<file path="config.mk">
export PLATFORM = sky130hd
export DESIGN_NAME = serial_addsub_ctrl
export DESIGN_NICKNAME = d
export VERILOG_FILES = /design/src/rtl/serial_addsub_ctrl.sv
export SDC_FILE = /design/constraint.sdc
export NUM_CORES = 1
export LEC_CHECK = 0
export ABC_CLOCK_PERIOD_IN_PS = 2150
export CAP_MARGIN = 25
export CORE_ASPECT_RATIO = 1.1
export CORE_MARGIN = 1
export CORE_UTILIZATION = 49
export DETAILED_ROUTE_END_ITERATION = 6
export GPL_TIMING_DRIVEN = 0
export PLACE_DENSITY = 0.88
export SLEW_MARGIN = 30
export SYNTH_ARGS = -nofsm -noshare
export SYNTH_HDL_FRONTEND = slang
export SYNTH_SLANG_ARGS = --single-unit
</file>
<file path="constraint.sdc">
create_clock -name clk -period 2.15 [get_ports clk]
set_input_delay 0.43 -clock clk [delete_from_list [all_inputs] [get_ports clk]]
set_output_delay 0.43 -clock clk [all_outputs]
set_load 0.03 [all_outputs]
</file>
<file path="src/rtl/serial_addsub_ctrl.sv">
// Bit-serial sequencer for the 1-bit adder/subtractor cell: drives the cell LSB-first and
// assembles result, carry/borrow and overflow. Optional checker: SERIAL_ADDSUB_CHECK_EN.
module serial_addsub_ctrl #(
    parameter int unsigned WIDTH = 8
) (
    input  logic             clk,
    input  logic             rst_n,
    input  logic             start,
    input  logic             op_sub,
    input  logic [WIDTH-1:0] a_in,
    input  logic [WIDTH-1:0] b_in,
    output logic             busy,
    output logic             done,
    output logic [WIDTH-1:0] result,
    output logic             carry_out,
    output logic             overflow,
    output logic             err,
    output logic             cell_m,
    output logic             cell_a,
    output logic             cell_b,
    output logic             cell_te,
    input  logic             cell_s,
    input  logic             cell_ts
);

    localparam int unsigned CntW = (WIDTH > 2) ? $clog2(WIDTH) : 1;

    typedef enum logic [1:0] {
        StIdle,
        StRun,
        StDone
    } state_e;

    state_e           state_q;
    logic [WIDTH-1:0] a_sh_q, b_sh_q;
    logic [WIDTH-2:0] res_sh_q;
    logic [CntW-1:0]  cnt_q;
    logic             carry_q;
    logic             op_q;
    logic             a_msb_q, b_msb_q;
    logic             busy_q, done_q;
    logic [WIDTH-1:0] result_q;
    logic             carry_out_q, overflow_q;

    logic             accept;
    logic             last_bit;
    logic             in_run;
    logic [WIDTH-1:0] res_d;
    logic             overflow_d;

    assign in_run   = (state_q == StRun);
    assign accept   = start && !in_run;
    assign last_bit = (cnt_q == CntW'(WIDTH - 1));
    // The final bit arrives straight from the cell, so the full result is the shift reg plus cell_s.
    assign res_d    = {cell_s, res_sh_q};

    always_comb begin
        overflow_d = 1'b0;
        if (op_q) begin
            overflow_d = (a_msb_q != b_msb_q) && (cell_s != a_msb_q);
        end else begin
            overflow_d = (a_msb_q == b_msb_q) && (cell_s != a_msb_q);
        end
    end

    always_ff @(posedge clk or negedge rst_n) begin
        if (!rst_n) begin
            state_q     <= StIdle;
            a_sh_q      <= '0;
            b_sh_q      <= '0;
            res_sh_q    <= '0;
            cnt_q       <= '0;
            carry_q     <= 1'b0;
            op_q        <= 1'b0;
            a_msb_q     <= 1'b0;
            b_msb_q     <= 1'b0;
            busy_q      <= 1'b0;
            done_q      <= 1'b0;
            result_q    <= '0;
            carry_out_q <= 1'b0;
            overflow_q  <= 1'b0;
        end else begin
            done_q <= 1'b0;
            unique case (state_q)
                StIdle, StDone: begin
                    if (accept) begin
                        a_sh_q  <= a_in;
                        b_sh_q  <= b_in;
                        a_msb_q <= a_in[WIDTH-1];
                        b_msb_q <= b_in[WIDTH-1];
                        op_q    <= op_sub;
                        carry_q <= 1'b0;
                        cnt_q   <= '0;
                        busy_q  <= 1'b1;
                        state_q <= StRun;
                    end else begin
                        state_q <= StIdle;
                    end
                end
                StRun: begin
                    res_sh_q <= res_d[WIDTH-1:1];
                    carry_q  <= cell_ts;
                    a_sh_q   <= a_sh_q >> 1;
                    b_sh_q   <= b_sh_q >> 1;
                    cnt_q    <= cnt_q + CntW'(1);
                    if (last_bit) begin
                        result_q    <= res_d;
                        carry_out_q <= cell_ts;
                        overflow_q  <= overflow_d;
                        busy_q      <= 1'b0;
                        done_q      <= 1'b1;
                        state_q     <= StDone;
                    end
                end
                default: state_q <= StIdle;
            endcase
        end
    end

    assign busy      = busy_q;
    assign done      = done_q;
    assign result    = result_q;
    assign carry_out = carry_out_q;
    assign overflow  = overflow_q;

    assign cell_m  = op_q;
    assign cell_a  = in_run ? a_sh_q[0] : 1'b0;
    assign cell_b  = in_run ? b_sh_q[0] : 1'b0;
    assign cell_te = in_run ? carry_q : 1'b0;

`ifdef SERIAL_ADDSUB_CHECK_EN
    logic [WIDTH:0] gold_q;
    logic           err_q;

    // For subtraction, bit WIDTH of the zero-extended difference is exactly the borrow.
    always_ff @(posedge clk or negedge rst_n) begin
        if (!rst_n) begin
            gold_q <= '0;
            err_q  <= 1'b0;
        end else begin
            if (accept) begin
                gold_q <= op_sub ? ({1'b0, a_in} - {1'b0, b_in}) : ({1'b0, a_in} + {1'b0, b_in});
            end
            if (state_q == StDone && {carry_out_q, result_q} != gold_q) begin
                err_q <= 1'b1;
            end
        end
    end

    assign err = err_q;
`else
    assign err = 1'b0;
`endif

endmodule
</file>
* Word-level counts from Yosys, hierarchy flattened
Cells that the tools add are included.
** Word-level totals
- Flip-flop bits (word level) :: 44
- Input bits :: 22
- Output and inout bits :: 17
- Word-level logic and storage cells :: 54
** Cells by class
- Add/sub/neg operators :: 1
- Equality and inequality tests :: 8
- Multiplexer cells :: 20
- Reduce and logical (&&, ||, !) cells :: 11
** Operator list (number)
- $pmux W8 S2 :: 2
- $mux W8 :: 2
- $mux W1 :: 10
- $pmux W3 S2 :: 1
- $reduce_and A2 Y1 :: 3
- $ne A2 B2 Y1 const B :: 2
- $pmux W1 S2 :: 2
- $pmux W2 S2 :: 1
- $add A3 B1 Y3 const B :: 1
- $eq A3 B3 Y1 const B :: 1
- $logic_and A1 B1 Y1 :: 3
- $mux W3 :: 1
- $reduce_and A3 Y1 :: 1
- $eq A2 B1 Y1 const B :: 1
- $eq A2 B2 Y1 const B :: 1
- $logic_not A2 Y1 :: 1
- $mux W2 :: 1
- $ne A1 B1 Y1 :: 2
- $reduce_bool A2 Y1 :: 1
- $reduce_or A2 Y1 :: 1
- $eq A1 B1 Y1 :: 1
- $logic_not A1 Y1 :: 1

* Longest topological paths before layout
Gate-level depths: netlist (run 1).
- Depth after elaboration :: 5
- Gate-level depth with buffers :: 6

* Worst setup path after synthesis (run 1)
Ideal clock, no wire load.
- Path type :: register -> register
- Start point :: reg cnt_q[0]
- End point :: reg carry_out_q (netlist: carry_out)
- Data arrival time :: 1.436 ns
- Required time :: 2.022 ns
- Slack :: 0.587 ns
- Cell stages (with the launch flop) :: 6
- Cell sequence :: dfrtp_1 -> ha_1 -> ha_1 -> nand3b_1 -> buf_2 -> mux2_1
** On the way
- Word-level cells in the longest chain between the ends :: 2
** RTL lines
- start: declaration :: RTL line 37 : logic [CntW-1:0] cnt_q;
- start signal: assignment :: RTL line 105 : cnt_q <= cnt_q + CntW'(1);
- $eq A3 B3 Y1 :: RTL line 53 : assign last_bit = (cnt_q == CntW'(WIDTH - 1));
- $reduce_and A2 Y1 (no source line)
- end signal: assignment :: RTL line 108 : carry_out_q <= cell_ts;
- end: declaration :: RTL line 43 : logic carry_out_q, overflow_q;
Every way passes these cells.
A chain may end at the register's enable or synchronous reset.

* Final worst setup path (run 1)
- Start point :: reg state_q[0]
- End point :: out cell_te
** On the way
- Word-level cells in the longest chain between the ends :: 2
** RTL lines
- start: declaration :: RTL line 34 : state_e state_q;
- start signal: assignment :: RTL line 68 : state_q <= StIdle;
- start signal: assignment :: RTL line 95 : state_q <= StRun;
- start signal: assignment :: RTL line 97 : state_q <= StIdle;
- $eq A2 B1 Y1 :: RTL line 51 : assign in_run = (state_q == StRun);
- $mux W1 :: RTL line 129 : assign cell_te = in_run ? carry_q : 1'b0;
- end: declaration :: RTL line 21 : output logic cell_te,
Every way passes these cells.

==> impl_metrics.yaml, run 1 <==
yosys:
  syn_area_per_cell_sq_um: 14.0
  synth_common_cells: "dfrtp_1 (44), a22o_1 (19), mux2_1 (19)"
  synthMostInstantiatedCell: "dfrtp_1"
  synth_seq_cells: 44
  ys.flop_type: "dfrtp_1"
  synth_area_sq_um: 1790
  yosysTopAreaCell: "dfrtp_1"
  synth_nets: 152
  synth_edf_count: 0
  synth-seq-area-share_pct: 61.5
  synth_top_cell_area_share_pct: 61.5
  ys_types: 20
  synth_area_leaders: "dfrtp_1 (61%), mux2_1 (12%), a22o_1 (9.3%)"
  async_reset_ff_share_pct: 100
  ys_warn_count: 0
  synth_cells: 128
cells_and_area:
  drive_above_1_share_pct: 14.8
  nNetsFinal: 199
  antennaDiodeCount: 0
  areaGrowthSynthToFinish_pct: 29.6
sta:
  hold_viol: 0
  setup_viol_count_final: 0
  slew_viol_final: 0
  period_minus_slack_ns: 2.07
  hold-worst-slack_ns: 0.490
  clock.fmax_ghz: 0.482
  skew_ns: 0.00753
  rsz0062_at_grt: "false"
  period_share_pct: 96.4
  fin_ws_ns: 0.0765
power:
  power_mw: 3.49
  power_density_nw_per_um2: 1500
  leakagePower_nw: 1.13
  irDropWorstVdd_mv: 0.740
hold_path:
  hold_path.class: "flip-flop to flip-flop"
placed_design:
  place.gp.congestion: 0.823
  hpwl_um: 2430
  numPortBuffers: 37
  pre_cts_slack_ns: 0.0117
detailed_routing:
  via_count: 1169
  ant_nets: 0
  wl_per_cell_um: 15.0
  drc_errors: 0
  wirelength_um: 3350
  drt-initial-drc-count: 34
  dr.pass1.iters: 4
  viasPerCell: 5.22
setup_path:
  worstPathArrival_ns: 1.64
  critPathMaxFanout: 10
  startpoint_type: "flip-flop"
  endpoint_kind: "primary output"
  criticalPathCategory: "flip-flop to primary output"
  crit_required_ns: 1.72
clock_tree:
  cts_max_path_buffers: 2
  clk_pin_slew_ns: 0.12
  clock-sinks: 44
  cts_tree: "built"
  cts-buffers-inserted: 5
  clockRootBuffer: "clkbuf_4"
  htreeDepth: 2
  clk_latency_ns: 0.36
floorplan:
  start_util_pct: 52.5
  io_pins: 39
  core-area_sq_um: 3410
  die-width_um: 59.7
  die_h_um: 65.4
  rows: 22
  dieArea_sq_um: 3900
global_route:
  antenna_found_initial: 0
  grt_util_all_layers_pct: 20.8
  first_global_vias: 1250
  grt-ovfl-total: 0
  grt_pass1_wl_um: 5830
  grt_max_degree: 29
flow_run:
  cap_viol_max_count: 0
status:
  status: "completed"
## per-layer routing
metal / global-route usage [%] / part of all wire (%)
met1: 25.2 / 42
met2: 34.3 / 52
met3: 5.91 / 4.1
met4: 8.72 / 2.1
met5: 0 / 0
## state kept, by name (all words and copies together), names as in the netlist
name       count
a_msb_q        1
a_sh_q         8
b_msb_q        1
b_sh_q         8
busy           1
carry_out      1
carry_q        1
cell_m         1
cnt_q          3
done           1
overflow       1
res_sh_q       7
result         8
state_q        2
## worst max-delay path: stages, from the launching register on
cell and delay [ns]:
dfrtp_1 0.41, nor2b_2 0.17, buf_4 0.14, buf_6 0.14
and2_1 0.15, clkdlybuf4s15_2 0.27
## layout make-up
cell class	count	area, sq um
repair buffers	40	407
clock buffers	6	51.3
well taps	48	60.1
multi-input cells	72	626
clock inverters	2	10.0
fillers	288	1090
flip-flops and latches	44	1100
plain buffers	9	56.3
inverters	3	11.3
## power by group
| group | total, mW | leakage, nW | switching [mW] | internal (mW) |
|---|---|---|---|---|
| clock | 0.411 | 0.0380 | 0.255 | 0.156 |
| combinational | 1.65 | 0.558 | 0.820 | 0.825 |
| sequential | 1.43 | 0.539 | 0.217 | 1.21 |
## kinds of logic (layout without fill, tap and decap cells)
| group | Yosys count | after routing | share of synthesized area, % |
|---|---|---|---|
| mux | 21 | 21 | 13.1 |
| compound gates | 35 | 35 | 15.9 |
| xor+xnor | 1 | 1 | 0.489 |
| flops | 44 | 44 | 61.5 |
| other cells | 1 | 1 | 0.209 |
| fa+ha+maj | 2 | 2 | 1.40 |
| simple gates | 12 | 12 | 3.70 |
| buf+inv | 12 | 60 | 3.77 |
## worst paths after layout
| path | startpoint | end | slack [ns] | cells after the start |
|---|---|---|---|---|
| setup reg to reg | cnt_q[0]$_DFFE_PN0P_ | result[6]$_DFFE_PN0P_ | 0.42 | 5 |
| hold reg to reg | b_sh_q[0]$_DFFE_PN0P_ | b_sh_q[0]$_DFFE_PN0P_ | 0.49 | 1 |
| max in group asynchronous | rst_n | a_sh_q[0]$_DFFE_PN0P_ | 1.16 | 3 |
| hold / removal | b_sh_q[0]$_DFFE_PN0P_ | b_sh_q[0]$_DFFE_PN0P_ | 0.49 | 1 |
| min in group asynchronous | rst_n | result[1]$_DFFE_PN0P_ | 0.51 | 2 |
| setup / recovery | state_q[0]$_DFFE_PN0P_ | cell_te | 0.08 | 5 |
## repair_timing
item,in CTS,in global routing
setup buffers,1,0
hold endpoints to repair,16,0
hold buffers,1,0
gates resized for setup,9,1
cloned,0,0
setup endpoints to repair,3,3
## per-stage QoR
stage	std cells	utilization (%)	instance area [sq um]	setup TNS [ns]
2_1_floorplan	128	-	1790	0
3_5_place_dp	214	65.5	2240	0
3_3_place_gp	213	65.1	2220	-16.52
4_1_cts	224	68.0	2320	0
5_1_grt	224	68.0	2320	0
6_report	224	68.0	2320	0
## cell usage in the layout, fill, tap and decap left out, drive strengths merged
master | Yosys | routed
inv | 3 | 3
buf | 9 | 12
nor2b | 4 | 4
a21o | 15 | 15
nor2 | 3 | 3
mux2i | 1 | 1
and2 | 3 | 3
dfrtp | 44 | 44
dlygate4sd3 | 0 | 1
clkdlybuf4s15 | 0 | 3
ha | 2 | 2
nand3b | 1 | 1
clkinv | 0 | 2
xnor2 | 1 | 1
o21ai | 1 | 1
nand2 | 1 | 1
clkbuf | 0 | 6
conb | 1 | 1
mux2 | 20 | 20
a22o | 19 | 19
clkdlybuf4s50 | 0 | 33
No activity file was read; power rests on OpenSTA's default activity.
==> inputs of run 2 (changes only) <==
- CAP_MARGIN: 25 -> 20
==> results of run 2 <==
Same layout as run 1: the final DEF is identical, and so are final timing and power.
